## src/rtl/mouse_pkg.sv

```systemverilog
// Shared types and constants for the mouse cursor tracker.
// Packet layout: {dy, dx, status}, one byte each.
package mouse_pkg;

   typedef enum logic [2:0] {
      ST_IDLE,
      ST_DECODE,
      ST_UPD_X,
      ST_UPD_Y,
      ST_PUBLISH
   } trk_state_t;

   localparam int BIT_L       = 0;
   localparam int BIT_R       = 1;
   localparam int BIT_ALWAYS1 = 3;
   localparam int BIT_XSIGN   = 4;
   localparam int BIT_YSIGN   = 5;
   localparam int BIT_XOVF    = 6;
   localparam int BIT_YOVF    = 7;

   localparam int PKT_STATUS_LSB = 0;
   localparam int PKT_DX_LSB     = 8;
   localparam int PKT_DY_LSB     = 16;

   function automatic logic [7:0] sat_inc(input logic [7:0] v);
      return (v == 8'hFF) ? v : v + 8'd1;
   endfunction

endpackage

```

## src/rtl/axis_clamp.sv

```systemverilog
// One-axis position step: add a signed 9-bit delta and clamp to [0, MAX].
// An overflowed movement byte is treated as no movement.
module axis_clamp #(
   parameter int MAX = 159
) (
   input  logic [7:0] pos_i,
   input  logic       sign_i,
   input  logic [7:0] mag_i,
   input  logic       ovf_i,
   output logic [7:0] pos_o
);

   localparam logic signed [9:0] MAX_S = 10'(MAX);

   logic        [8:0] delta;
   logic signed [9:0] sum;

   always_comb begin
      delta = ovf_i ? 9'd0 : {sign_i, mag_i};
      sum   = $signed({2'b00, pos_i}) + $signed({delta[8], delta});
      if (sum[9]) begin
         pos_o = 8'd0;
      end else if (sum > MAX_S) begin
         pos_o = MAX_S[7:0];
      end else begin
         pos_o = sum[7:0];
      end
   end

endmodule

```

## src/rtl/mouse_pos_tracker.sv

```systemverilog
// Integrates PS/2 mouse packets into a clamped cursor position and
// publishes it over a valid/ready handshake.
module mouse_pos_tracker
   import mouse_pkg::*;
#(
   parameter int X_MAX  = 159,
   parameter int Y_MAX  = 119,
   parameter int X_INIT = 80,
   parameter int Y_INIT = 60
) (
   input  logic        clk_sys,
   input  logic        rst_n,
   input  logic        ps2pkt_vld,
   input  logic [23:0] ps2pkt_data,
   input  logic        recenter,
   output logic        pos_vld,
   input  logic        pos_rdy,
   output logic [7:0]  pos_x,
   output logic [7:0]  pos_y,
   output logic        btn_l,
   output logic        btn_r,
   output logic [7:0]  drop_cnt,
   output logic [7:0]  err_cnt
);

   trk_state_t  state_q, state_d;
   logic [23:0] pkt_q, pkt_d;
   logic [7:0]  x_q, x_d;
   logic [7:0]  y_q, y_d;
   logic        bl_q, bl_d;
   logic        br_q, br_d;
   logic [7:0]  drop_q, drop_d;
   logic [7:0]  err_q, err_d;

   logic [7:0]  status;
   logic [7:0]  dx;
   logic [7:0]  dy;
   logic [7:0]  x_nxt;
   logic [7:0]  y_nxt;
   logic        unused_stat;

   assign status = pkt_q[PKT_STATUS_LSB +: 8];
   assign dx     = pkt_q[PKT_DX_LSB +: 8];
   assign dy     = pkt_q[PKT_DY_LSB +: 8];
   assign unused_stat = status[2];

   axis_clamp #(.MAX(X_MAX)) u_clamp_x (
      .pos_i  (x_q),
      .sign_i (status[BIT_XSIGN]),
      .mag_i  (dx),
      .ovf_i  (status[BIT_XOVF]),
      .pos_o  (x_nxt)
   );

   axis_clamp #(.MAX(Y_MAX)) u_clamp_y (
      .pos_i  (y_q),
      .sign_i (status[BIT_YSIGN]),
      .mag_i  (dy),
      .ovf_i  (status[BIT_YOVF]),
      .pos_o  (y_nxt)
   );

   always_comb begin
      state_d = state_q;
      pkt_d   = pkt_q;
      x_d     = x_q;
      y_d     = y_q;
      bl_d    = bl_q;
      br_d    = br_q;
      drop_d  = drop_q;
      err_d   = err_q;

      // A packet is lost whenever it cannot start a new update.
      if (ps2pkt_vld && (state_q != ST_IDLE || recenter)) begin
         drop_d = sat_inc(drop_q);
      end

      unique case (state_q)
         ST_IDLE: begin
            if (recenter) begin
               x_d     = 8'(X_INIT);
               y_d     = 8'(Y_INIT);
               state_d = ST_PUBLISH;
            end else if (ps2pkt_vld) begin
               pkt_d   = ps2pkt_data;
               state_d = ST_DECODE;
            end
         end
         ST_DECODE: begin
            if (!status[BIT_ALWAYS1]) begin
               err_d   = sat_inc(err_q);
               state_d = ST_IDLE;
            end else begin
               bl_d    = status[BIT_L];
               br_d    = status[BIT_R];
               state_d = ST_UPD_X;
            end
         end
         ST_UPD_X: begin
            x_d     = x_nxt;
            state_d = ST_UPD_Y;
         end
         ST_UPD_Y: begin
            y_d     = y_nxt;
            state_d = ST_PUBLISH;
         end
         ST_PUBLISH: begin
            if (pos_rdy) state_d = ST_IDLE;
         end
         default: state_d = ST_IDLE;
      endcase
   end

   always_ff @(posedge clk_sys) begin
      if (!rst_n) begin
         state_q <= ST_IDLE;
         pkt_q   <= '0;
         x_q     <= 8'(X_INIT);
         y_q     <= 8'(Y_INIT);
         bl_q    <= 1'b0;
         br_q    <= 1'b0;
         drop_q  <= '0;
         err_q   <= '0;
      end else begin
         state_q <= state_d;
         pkt_q   <= pkt_d;
         x_q     <= x_d;
         y_q     <= y_d;
         bl_q    <= bl_d;
         br_q    <= br_d;
         drop_q  <= drop_d;
         err_q   <= err_d;
      end
   end

   assign pos_vld  = (state_q == ST_PUBLISH);
   assign pos_x    = x_q;
   assign pos_y    = y_q;
   assign btn_l    = bl_q;
   assign btn_r    = br_q;
   assign drop_cnt = drop_q;
   assign err_cnt  = err_q;

endmodule
```

## config.mk

```make
export PLATFORM = sky130hd
export DESIGN_NAME = mouse_pos_tracker
export DESIGN_NICKNAME = d
export VERILOG_FILES = /design/src/rtl/mouse_pkg.sv /design/src/rtl/axis_clamp.sv /design/src/rtl/mouse_pos_tracker.sv
export SDC_FILE = /design/constraint.sdc
export NUM_CORES = 1
export LEC_CHECK = 0
export ABC_CLOCK_PERIOD_IN_PS = 2500
export CORE_ASPECT_RATIO = 0.9
export CORE_MARGIN = 3
export CORE_UTILIZATION = 30
export CTS_BUF_LIST = sky130_fd_sc_hd__clkbuf_4 sky130_fd_sc_hd__clkbuf_8
export DETAILED_ROUTE_END_ITERATION = 16
export GPL_ROUTABILITY_DRIVEN = 0
export SYNTH_ARGS = -nofsm -noshare
export SYNTH_HDL_FRONTEND = slang
export SYNTH_SLANG_ARGS = --single-unit
```

## constraint.sdc

```tcl
create_clock -name clk_sys -period 2.5 [get_ports clk_sys]
set_input_delay 0.5 -clock clk_sys [delete_from_list [all_inputs] [get_ports clk_sys]]
set_output_delay 0.5 -clock clk_sys [all_outputs]
set_load 0.03 [all_outputs]
```

==> results of run 1 <==
worst max-delay path by stage:
stage,start,endpoint,slack [ns],cells after the start
floorplan,pkt_q[7],pos_y[0],0.006,11
CTS,pkt_q[16],pos_y[2],-0.008,10
detailed placement,pkt_q[16],pos_y[0],-0.05,10
global placement,pkt_q[16],pos_y[2],0.002,10
global route,pkt_q[16],pos_y[0],-0.07,10
finish,pkt_q[16],pos_y[0],0.04,10
logic make-up (layout without fill, tap and decap cells):
family | after synthesis | after routing | share of synthesized area [%]
buf+inv | 28 | 109 | 3.41
flops | 60 | 60 | 35.9
simple gates | 171 | 171 | 23.8
fa+ha+maj | 20 | 20 | 7.93
mux | 6 | 6 | 1.80
compound gates | 109 | 109 | 21.4
xor+xnor | 22 | 22 | 5.76
what timing repair did:
| action | CTS | global route |
|---|---|---|
| gates resized for setup | 7 | 8 |
| pin swaps | 5 | 6 |
| buffers inserted | 2 | 1 |
| endpoints found under the setup margin | 5 | 14 |
Yosys cell counts, drive strengths merged, types with 3 or more instances:
cell     instances
nand3            8
and2             5
dfxtp           60
clkbuf           9
o22ai            3
xnor2           15
or3              4
a32oi            4
nand2b           5
and3             3
nand4            3
xor2             7
nor3             9
o2111ai          3
a21o             7
o21ai           17
o21a             4
ha              18
buf              8
a21oi           48
nand2           67
o21bai           3
a211oi           5
inv             10
nor2b           16
mux2i            6
nor2            40
sequential cells by signal (all words and copies together) (netlist names):
signal    cells
pos_x         8
pos_y         8
err_cnt       8
pkt_q        23
state_q       3
btn_r         1
btn_l         1
drop_cnt      8
area by class of cell:
type	instances	area, um^2
Fill cell	1071	6080
Clock inverter	7	51.3
Multi-Input combinational cell	328	2090
Clock buffer	9	124
Inverter	11	41.3
Sequential cell	60	1200
Timing Repair Buffer	82	773
Tap cell	148	185
power by group through the flow:
stage                     logic [mW]  registers (mW)  clock network, mW
after floorplan                0.201            1.02                  0
after global placement         0.334            1.02                  0
after detailed placement       0.339            1.02                  0
after CTS                      0.347            1.00              0.821
after global routing           0.392            1.00              0.862
final                          0.352            1.00              0.794
layer usage:
metal	GRT usage [%]	wire length, um
met1	20.3	4380
met2	20.8	3780
met3	4.89	530
met4	3.93	74
met5	0	0
metrics by stage:
stage	cells	utilization [%]	setup TNS (ns)
6_report	645	42.3	0
5_1_grt	645	42.3	-0.201
4_1_cts	644	42.0	-0.0143
3_5_place_dp	626	40.0	-0.0999
3_3_place_gp	626	40.0	0
2_1_floorplan	416	-	0
worst max-delay path, delay by kind of cell, from the launching register on:
kind	cells	cell delay, ns
AOI/OAI and AO/OA	4	0.95
adders and majority gates	2	0.48
DFF	1	0.34
and+or+nand+nor	2	0.31
muxes	1	0.24
buffers and inverters	1	0.03
==> flow_metrics.env, run 1 <==
export IMPL_hp_class="register to register"
export IMPL_synth_area_top_cells="dfxtp_1 (36%), nand2_1 (7.5%), a21oi_1 (6.9%)"
export IMPL_whs_path_depth=2
export IMPL_drc=0
export IMPL_period_share_pct=98.6
export IMPL_rsz0062_at_grt="yes"
export IMPL_leakagePower_nw=1.73
export IMPL_antenna_found_initial=0
export IMPL_cpPeakStageDelay_ns=0.34
export IMPL_path_class="register to register"
export IMPL_post_dp_hpwl_um=6570
export IMPL_p_per_area_nw_per_um2=481
export IMPL_tightest_slew_ns=0.813
export IMPL_io_buffer_count=62
export IMPL_syn_cell_area_um2=3340
export IMPL_max_cap_viol_count=0
export IMPL_max_slew_margin_pct=45.5
export IMPL_final_cell_mix="nand2_1 (67), clkdlybuf4s50_1 (61), dfxtp_1 (57), a21oi_1 (46), nor2_1 (40)"
export IMPL_final_area_um2=4470
export IMPL_viasPerCell=4.78
export IMPL_synth_top_area_share_pct=35.9
export IMPL_routed_wl_um=8770
export IMPL_post_place_ws_ns=-0.0498
export IMPL_rows=35
export IMPL_yosys_warnings=0
export IMPL_status="completed"
export IMPL_synth_edf_count=0
export IMPL_seqPwrFrac_pct=46.6
export IMPL_htreeDepth=3
export IMPL_layout_commonest_cell="nand2_1"
export IMPL_startpoint_type="register"
export IMPL_cts_buffers=9
export IMPL_grt_pass1_vias=2937
export IMPL_hold_viol=0
export IMPL_whs_ns=0.453
export IMPL_firstDrtPassIters=5
export IMPL_worstPathRequired_ns=2.73
export IMPL_fp_dieH_um=106
export IMPL_synth_nets=465
export IMPL_synth_seq_cells=60
export IMPL_placed_cell_area_um2=4220
export IMPL_die_width_um=117
export IMPL_antenna_diode_count=0
export IMPL_clock_path_buffers=2
export IMPL_endpoint_kind="register"
export IMPL_r2r_end="pos_y[0]"
export IMPL_setup_viol=0
export IMPL_finalNetCount=541
export IMPL_whs_endpoint="pkt_q[22]"
export IMPL_drive_gt1_share_pct=12.5
export IMPL_fmax_ghz=0.406
export IMPL_antenna_left=0
export IMPL_worst_ir_drop_vdd_mv=0.247
export IMPL_crit_slowest_cell="dfxtp_2"
export IMPL_cts_sinks=60
export IMPL_hold_start="pkt_q[22]"
export IMPL_cts_tree="done"
export IMPL_yosys_area_top_type="dfxtp_1"
export IMPL_clock_latency_ns=0.34
export IMPL_syn_to_final_growth_pct=33.7
export IMPL_drv_slew=0
export IMPL_p_int_mw=1.51
export IMPL_r2r_start="pkt_q[16]"
export IMPL_grt_max_degree=35
export IMPL_fin_skew_ns=0.0128
export IMPL_gr_total_overflow=0
export IMPL_detail_route_iter0_violations=100
export IMPL_comb_power_share_pct=16.4
export IMPL_grt_use_total_pct=14.4
export IMPL_ff2ff_setup_slack_ns=0.04
export IMPL_switching_share_pct=29.8
export IMPL_synth_ff_type="dfxtp_1"
export IMPL_cp_arrival_ns=2.70
export IMPL_seq_area_frac_synth_pct=35.9
export IMPL_p_total_mw=2.15
export IMPL_design_die_area_um2=12400
export IMPL_crit_chain="nor2b_4, ha_4, inv_2, fa_2, nand2b_4, a211oi_2, mux2i_1, o2111ai_2, a41o_2, o31a_1"
export IMPL_syn_area_per_cell_um2=8.04
export IMPL_clockPowerShare_pct=37.0
export IMPL_synth_cell_types=56
export IMPL_core_area_um2=10600
export IMPL_grt_first_pass_wirelength_um=14300
export IMPL_start_util_pct=31.7
export IMPL_power_switching_uw=641
export IMPL_root_buffer="clkbuf_8"
export IMPL_clkTransAtPathRegs_ns=0.08
export IMPL_rr_worst_depth=10
export IMPL_finalCriticalPeriod_ns=2.46
export IMPL_vias=3086
export IMPL_ios=64
export IMPL_path_max_fanout=4
export IMPL_timing_final_ws_setup_ns=0.0351
export IMPL_hold_buffers=0
export IMPL_wl_per_cell_um=13.6
export IMPL_synthArstFlopShare_pct=0
export IMPL_syn_inst=416
Note: power is estimated with default switching activity, not from simulation.
==> run 2, diff against run 1 <==
--- a/config.mk
+++ b/config.mk
@@ -9,7 +9,7 @@
 export CORE_ASPECT_RATIO = 0.9
 export CORE_MARGIN = 3
 export CORE_UTILIZATION = 30
-export CTS_BUF_LIST = sky130_fd_sc_hd__clkbuf_4 sky130_fd_sc_hd__clkbuf_8
+export CTS_BUF_LIST = sky130_fd_sc_hd__clkbuf_4
 export DETAILED_ROUTE_END_ITERATION = 16
 export GPL_ROUTABILITY_DRIVEN = 0
 export SYNTH_ARGS = -nofsm -noshare
==> run 2 against run 1 <==
Against the previous run: the run now ends with setup timing left; cell count decreased by 0.16%; non-clock buffer count decreased by 1; utilization decreased by 0.66 points; maximum frequency down 1.9%; clock skew increased by 0.0022 ns; register-to-register slack got worse by 0.05 ns; total power decreased by 8.2%; die area did not move.
==> flow_metrics.env, run 2 (synthesis results as in run 1) <==
export IMPL_core_area_um2=10600
export IMPL_hp_class="register to register"
export IMPL_post_place_ws_ns=-0.0498
export IMPL_ff2ff_setup_slack_ns=-0.01
export IMPL_final_cell_mix="nand2_1 (67), clkdlybuf4s50_1 (61), dfxtp_1 (57), a21oi_1 (46), nor2_1 (40)"
export IMPL_finalCriticalPeriod_ns=2.51
export IMPL_clkTransAtPathRegs_ns=0.12
export IMPL_status="finished with violations"
export IMPL_fp_dieH_um=106
export IMPL_clockPowerShare_pct=31.5
export IMPL_grt_use_total_pct=14.5
export IMPL_seqCellArea_um2=1200
export IMPL_syn_to_final_growth_pct=31.6
export IMPL_worst_ir_drop_vdd_mv=0.224
export IMPL_switching_share_pct=31.5
export IMPL_regMostFlops="pkt_q"
export IMPL_routed_wl_um=8720
export IMPL_antenna_diode_count=0
export IMPL_wl_per_cell_um=13.5
export IMPL_cts_buffers=9
export IMPL_die_width_um=117
export IMPL_finalNetCount=540
export IMPL_drv_slew=0
export IMPL_design_die_area_um2=12400
export IMPL_multi_input_area_um2=2090
export IMPL_r2r_end="pos_y[0]"
export IMPL_vias=3085
export IMPL_post_dp_hpwl_um=6570
export IMPL_viasPerCell=4.79
export IMPL_endpoint_kind="register"
export IMPL_grt_first_pass_wirelength_um=14400
export IMPL_cp_arrival_ns=2.84
export IMPL_utilization_pct=41.7
export IMPL_comb_power_share_pct=17.7
export IMPL_cts_sinks=60
export IMPL_cts_tree="done"
export IMPL_fin_tns_setup_ns=-0.0202
export IMPL_r2r_start="pkt_q[16]"
export IMPL_timing_final_ws_setup_ns=-0.0127
export IMPL_rsz0062_at_grt="yes"
export IMPL_detail_route_iter0_violations=135
export IMPL_path_max_fanout=4
export IMPL_root_buffer="clkbuf_4"
export IMPL_start_util_pct=31.7
export IMPL_firstDrtPassIters=5
export IMPL_tightest_slew_ns=0.812
export IMPL_fmax_ghz=0.398
export IMPL_ios=64
export IMPL_grt_pass1_vias=2932
export IMPL_seqPwrFrac_pct=50.8
export IMPL_rr_worst_depth=10
export IMPL_clock_path_buffers=2
export IMPL_gr_total_overflow=0
export IMPL_clock_latency_ns=0.42
export IMPL_failed_checks="setup timing"
export IMPL_layout_commonest_cell="nand2_1"
export IMPL_antenna_left=0
export IMPL_max_slew_margin_pct=45.6
export IMPL_p_per_area_nw_per_um2=448
export IMPL_drc=0
export IMPL_grt_max_degree=35
export IMPL_leakagePower_nw=1.69
export IMPL_max_cap_viol_count=0
export IMPL_htreeDepth=3
export IMPL_antenna_found_initial=0
export IMPL_whs_endpoint="pkt_q[22]"
export IMPL_period_share_pct=101
export IMPL_fillerInstances=1089
export IMPL_fin_skew_ns=0.0150
export IMPL_largest_reg_flops=23
export IMPL_rows=35
export IMPL_hold_viol=0
export IMPL_hold_buffers=0
export IMPL_whs_path_depth=2
export IMPL_setup_viol=2
export IMPL_io_buffer_count=62
export IMPL_p_total_mw=1.97
export IMPL_path_class="register to register"
export IMPL_drive_gt1_share_pct=12.3
export IMPL_p_int_mw=1.35
export IMPL_worstPathRequired_ns=2.82
export IMPL_startpoint_type="register"
export IMPL_power_switching_uw=621
export IMPL_hold_start="pkt_q[22]"
run 2: area by class of cell:
cell class              count  area share (%)
clock buffers               9            1.54
repair buffers             81            17.3
well taps                 148            4.21
clock inverters             7            1.17
inverters                  11           0.939
multi-input cells         328            47.4
flip-flops and latches     60            27.4
run 2: power groups by stage:
stage | sequential [mW] | clock [mW] | combinational, mW
2_1_floorplan | 1.02 | 0 | 0.201
3_3_place_gp | 1.02 | 0 | 0.334
3_5_place_dp | 1.02 | 0 | 0.339
4_1_cts | 1.00 | 0.646 | 0.345
5_1_grt | 1.01 | 0.684 | 0.387
6_report | 1.00 | 0.621 | 0.349
run 2: routing by layer:
layer / vias to the layer above / routed length, um / global-route usage [%]
li1: 1611 / - / -
met1: 1394 / 4260 / 20.2
met2: 71 / 3790 / 20.9
met3: 9 / 587 / 5.07
met4: 0 / 82 / 4.42
met5: - / 0 / 0
run 2: repair_timing:
action	CTS	global route
pin swaps	3	5
endpoints found under the setup margin	6	14
resized for setup	7	8
endpoints found under the hold margin	0	0
buffers inserted	1	1
cloned	0	0
run 2: worst max-delay path: stages, from the launching register on:
cell	delay, ns
dfxtp_2	0.36
nor2b_4	0.16
ha_4	0.14
inv_2	0.03
fa_2	0.34
nand2b_4	0.16
a211oi_2	0.22
mux2i_1	0.24
o2111ai_2	0.17
a41o_2	0.32
o31a_1	0.27
run 2: worst max-delay path by stage:
| stage | from | end | slack [ns] | cells after the start |
|---|---|---|---|---|
| after global routing | pkt_q[16] | pos_y[0] | -0.11 | 10 |
| final | pkt_q[16] | pos_y[0] | -0.01 | 10 |
| after global placement | pkt_q[16] | pos_y[2] | 0.002 | 10 |
| after detailed placement | pkt_q[16] | pos_y[0] | -0.05 | 10 |
| after floorplan | pkt_q[7] | pos_y[0] | 0.006 | 11 |
| after CTS | pkt_q[16] | pos_y[0] | -0.03 | 10 |
run 2: stage by stage:
stage,hold WS (ns),instance area (um^2),cells
3_5_place_dp,0.445,4220,626
3_3_place_gp,0.441,4220,626
6_report,0.459,4400,644
2_1_floorplan,0.432,3360,416
5_1_grt,0.479,4400,644
4_1_cts,0.461,4360,643
==> run 3, diff against run 2 <==
--- a/config.mk
+++ b/config.mk
@@ -12,6 +12,7 @@
 export CTS_BUF_LIST = sky130_fd_sc_hd__clkbuf_4
 export DETAILED_ROUTE_END_ITERATION = 16
 export GPL_ROUTABILITY_DRIVEN = 0
+export REMOVE_ABC_BUFFERS = 1
 export SYNTH_ARGS = -nofsm -noshare
 export SYNTH_HDL_FRONTEND = slang
 export SYNTH_SLANG_ARGS = --single-unit
==> constraint.sdc (replaced) <==
create_clock -name clk_sys -period 2.5 [get_ports clk_sys]
set_input_delay 0.25 -clock clk_sys [delete_from_list [all_inputs] [get_ports clk_sys]]
set_output_delay 0.25 -clock clk_sys [all_outputs]
set_load 0.03 [all_outputs]
==> run 3 against run 2 <==
Against the previous run: the run now ends clean; cell area decreased by 0.43%; sequential share of layout area up 0.089 points; clock skew fell by 0.0049 ns; clock power up 9.0%.
==> flow_metrics.env, run 3 (synthesis results as in run 1) <==
export IMPL_grt_pass1_vias=3034
export IMPL_final_area_um2=4380
export IMPL_hold_viol=0
export IMPL_placed_cell_area_um2=4200
export IMPL_core_area_um2=10600
export IMPL_path_class="register to register"
export IMPL_cts_tree="done"
export IMPL_r2r_start="pkt_q[16]"
export IMPL_antenna_diode_count=0
export IMPL_power_switching_uw=583
export IMPL_p_per_area_nw_per_um2=464
export IMPL_max_slew_margin_pct=47.9
export IMPL_vias=3114
export IMPL_hold_buffers=0
export IMPL_utilization_pct=41.5
export IMPL_rsz0062_at_grt="yes"
export IMPL_comb_power_share_pct=17.5
export IMPL_clock_latency_ns=0.42
export IMPL_switching_share_pct=28.7
export IMPL_fmax_ghz=0.403
export IMPL_tightest_slew_ns=0.778
export IMPL_clkTransAtPathRegs_ns=0.11
export IMPL_endpoint_kind="register"
export IMPL_final_cell_mix="nand2_1 (67), clkdlybuf4s50_1 (62), dfxtp_1 (58), a21oi_1 (46), nor2_1 (40)"
export IMPL_start_util_pct=31.7
export IMPL_setup_worst_path_start="pkt_q[16]"
export IMPL_drc=0
export IMPL_die_width_um=117
export IMPL_seqPwrFrac_pct=49.2
export IMPL_clock_path_buffers=2
export IMPL_startpoint_type="register"
export IMPL_cp_arrival_ns=2.79
export IMPL_layout_cells_non_filler=640
export IMPL_antenna_found_initial=0
export IMPL_p_total_mw=2.03
export IMPL_leakagePower_nw=1.68
export IMPL_design_die_area_um2=12400
export IMPL_period_share_pct=99.2
export IMPL_root_buffer="clkbuf_4"
export IMPL_worst_ir_drop_vdd_mv=0.220
export IMPL_firstDrtPassIters=5
export IMPL_antenna_left=0
export IMPL_drv_slew=0
export IMPL_htreeDepth=3
export IMPL_grt_max_degree=30
export IMPL_largest_reg_flops=23
export IMPL_ios=64
export IMPL_clockPowerShare_pct=33.3
export IMPL_whs_ns=0.371
export IMPL_p_int_mw=1.45
export IMPL_detail_route_iter0_violations=115
export IMPL_io_buffer_count=62
export IMPL_fp_dieH_um=106
export IMPL_routed_wl_um=8570
export IMPL_grt_first_pass_wirelength_um=14000
export IMPL_grt_use_total_pct=14.1
export IMPL_post_dp_hpwl_um=6400
export IMPL_viasPerCell=4.87
export IMPL_postCtsSetupBuffers=0
export IMPL_gr_total_overflow=0
export IMPL_fin_skew_ns=0.0101
export IMPL_finalCriticalPeriod_ns=2.48
export IMPL_setup_viol=0
export IMPL_cts_sinks=60
export IMPL_wl_per_cell_um=13.4
export IMPL_regMostFlops="pkt_q"
export IMPL_path_max_fanout=4
export IMPL_hp_class="input pin to register"
export IMPL_finalNetCount=537
export IMPL_cts_buffers=9
export IMPL_hold_start="ps2pkt_data[9]"
export IMPL_status="completed"
export IMPL_worstPathRequired_ns=2.81
export IMPL_max_cap_viol_count=0
export IMPL_layout_commonest_cell="nand2_1"
export IMPL_syn_to_final_growth_pct=31.0
export IMPL_drive_gt1_share_pct=10.6
export IMPL_place_inst=625
export IMPL_rows=35
## run 3: cell types whose count changed in the layout (fill, tap and decap cells not counted), sizes merged
cell           before  now
dlygate4sd2         1    0
inv                12   10
bufinv              0    1
clkbuf              9   10
buf                19   16
clkdlybuf4s50      61   62
clkinv              4    3
## run 3: path summary, 6_finish.rpt
kind               end  slack [ns]  depth (start not counted)
min           pkt_q[9]        0.37                          3
min reg2reg  pkt_q[23]        0.46                          2
max           pos_y[0]        0.02                         10
max reg2reg   pos_y[0]        0.02                         10
## run 3: final cells by class
type,instances,area [um^2]
clock buffers,10,75.1
repair buffers,78,744
fillers,1060,6170
multi-input cells,328,2080
flip-flops and latches,60,1200
well taps,148,185
clock inverters,5,53.8
inverters,11,41.3
## run 3: through the flow
step / setup TNS [ns] / setup slack [ns]
after global placement: -0.217 / -0.0783
final: 0 / 0.0193
after detailed placement: -0.840 / -0.162
after floorplan: -0.239 / -0.0955
after CTS: 0 / 0.00700
after global routing: -0.225 / -0.0688
## run 3: metal layers
| layer | share of wire (%) | routed length (um) | track usage, % |
|---|---|---|---|
| met5 | 0 | 0 | 0 |
| met4 | 0.51 | 44 | 4.01 |
| met3 | 4.9 | 419 | 4.84 |
| met2 | 47 | 4020 | 22.1 |
| met1 | 48 | 4090 | 18.3 |
## run 3: power groups by stage
stage	clock [mW]	combinational [mW]	sequential [mW]
final	0.677	0.357	1.00
after global routing	0.742	0.393	1.01
after CTS	0.709	0.344	1.00
after detailed placement	0	0.338	1.02
after global placement	0	0.334	1.02
after floorplan	0	0.184	1.03
## run 3: critical path: stages (launching register included)
cell and delay, ns:
dfxtp_2 0.33, nor2b_2 0.14, ha_2 0.20, inv_2 0.04
fa_2 0.36, nand2b_4 0.16, a211oi_2 0.24, mux2i_1 0.24
o2111ai_2 0.14, a41o_2 0.29, o31a_1 0.24
## run 3: timing repair
action,4_1_cts,5_1_grt
cloned,0,0
gates resized for setup,6,9
pin swaps,1,10
setup endpoints to repair,7,7
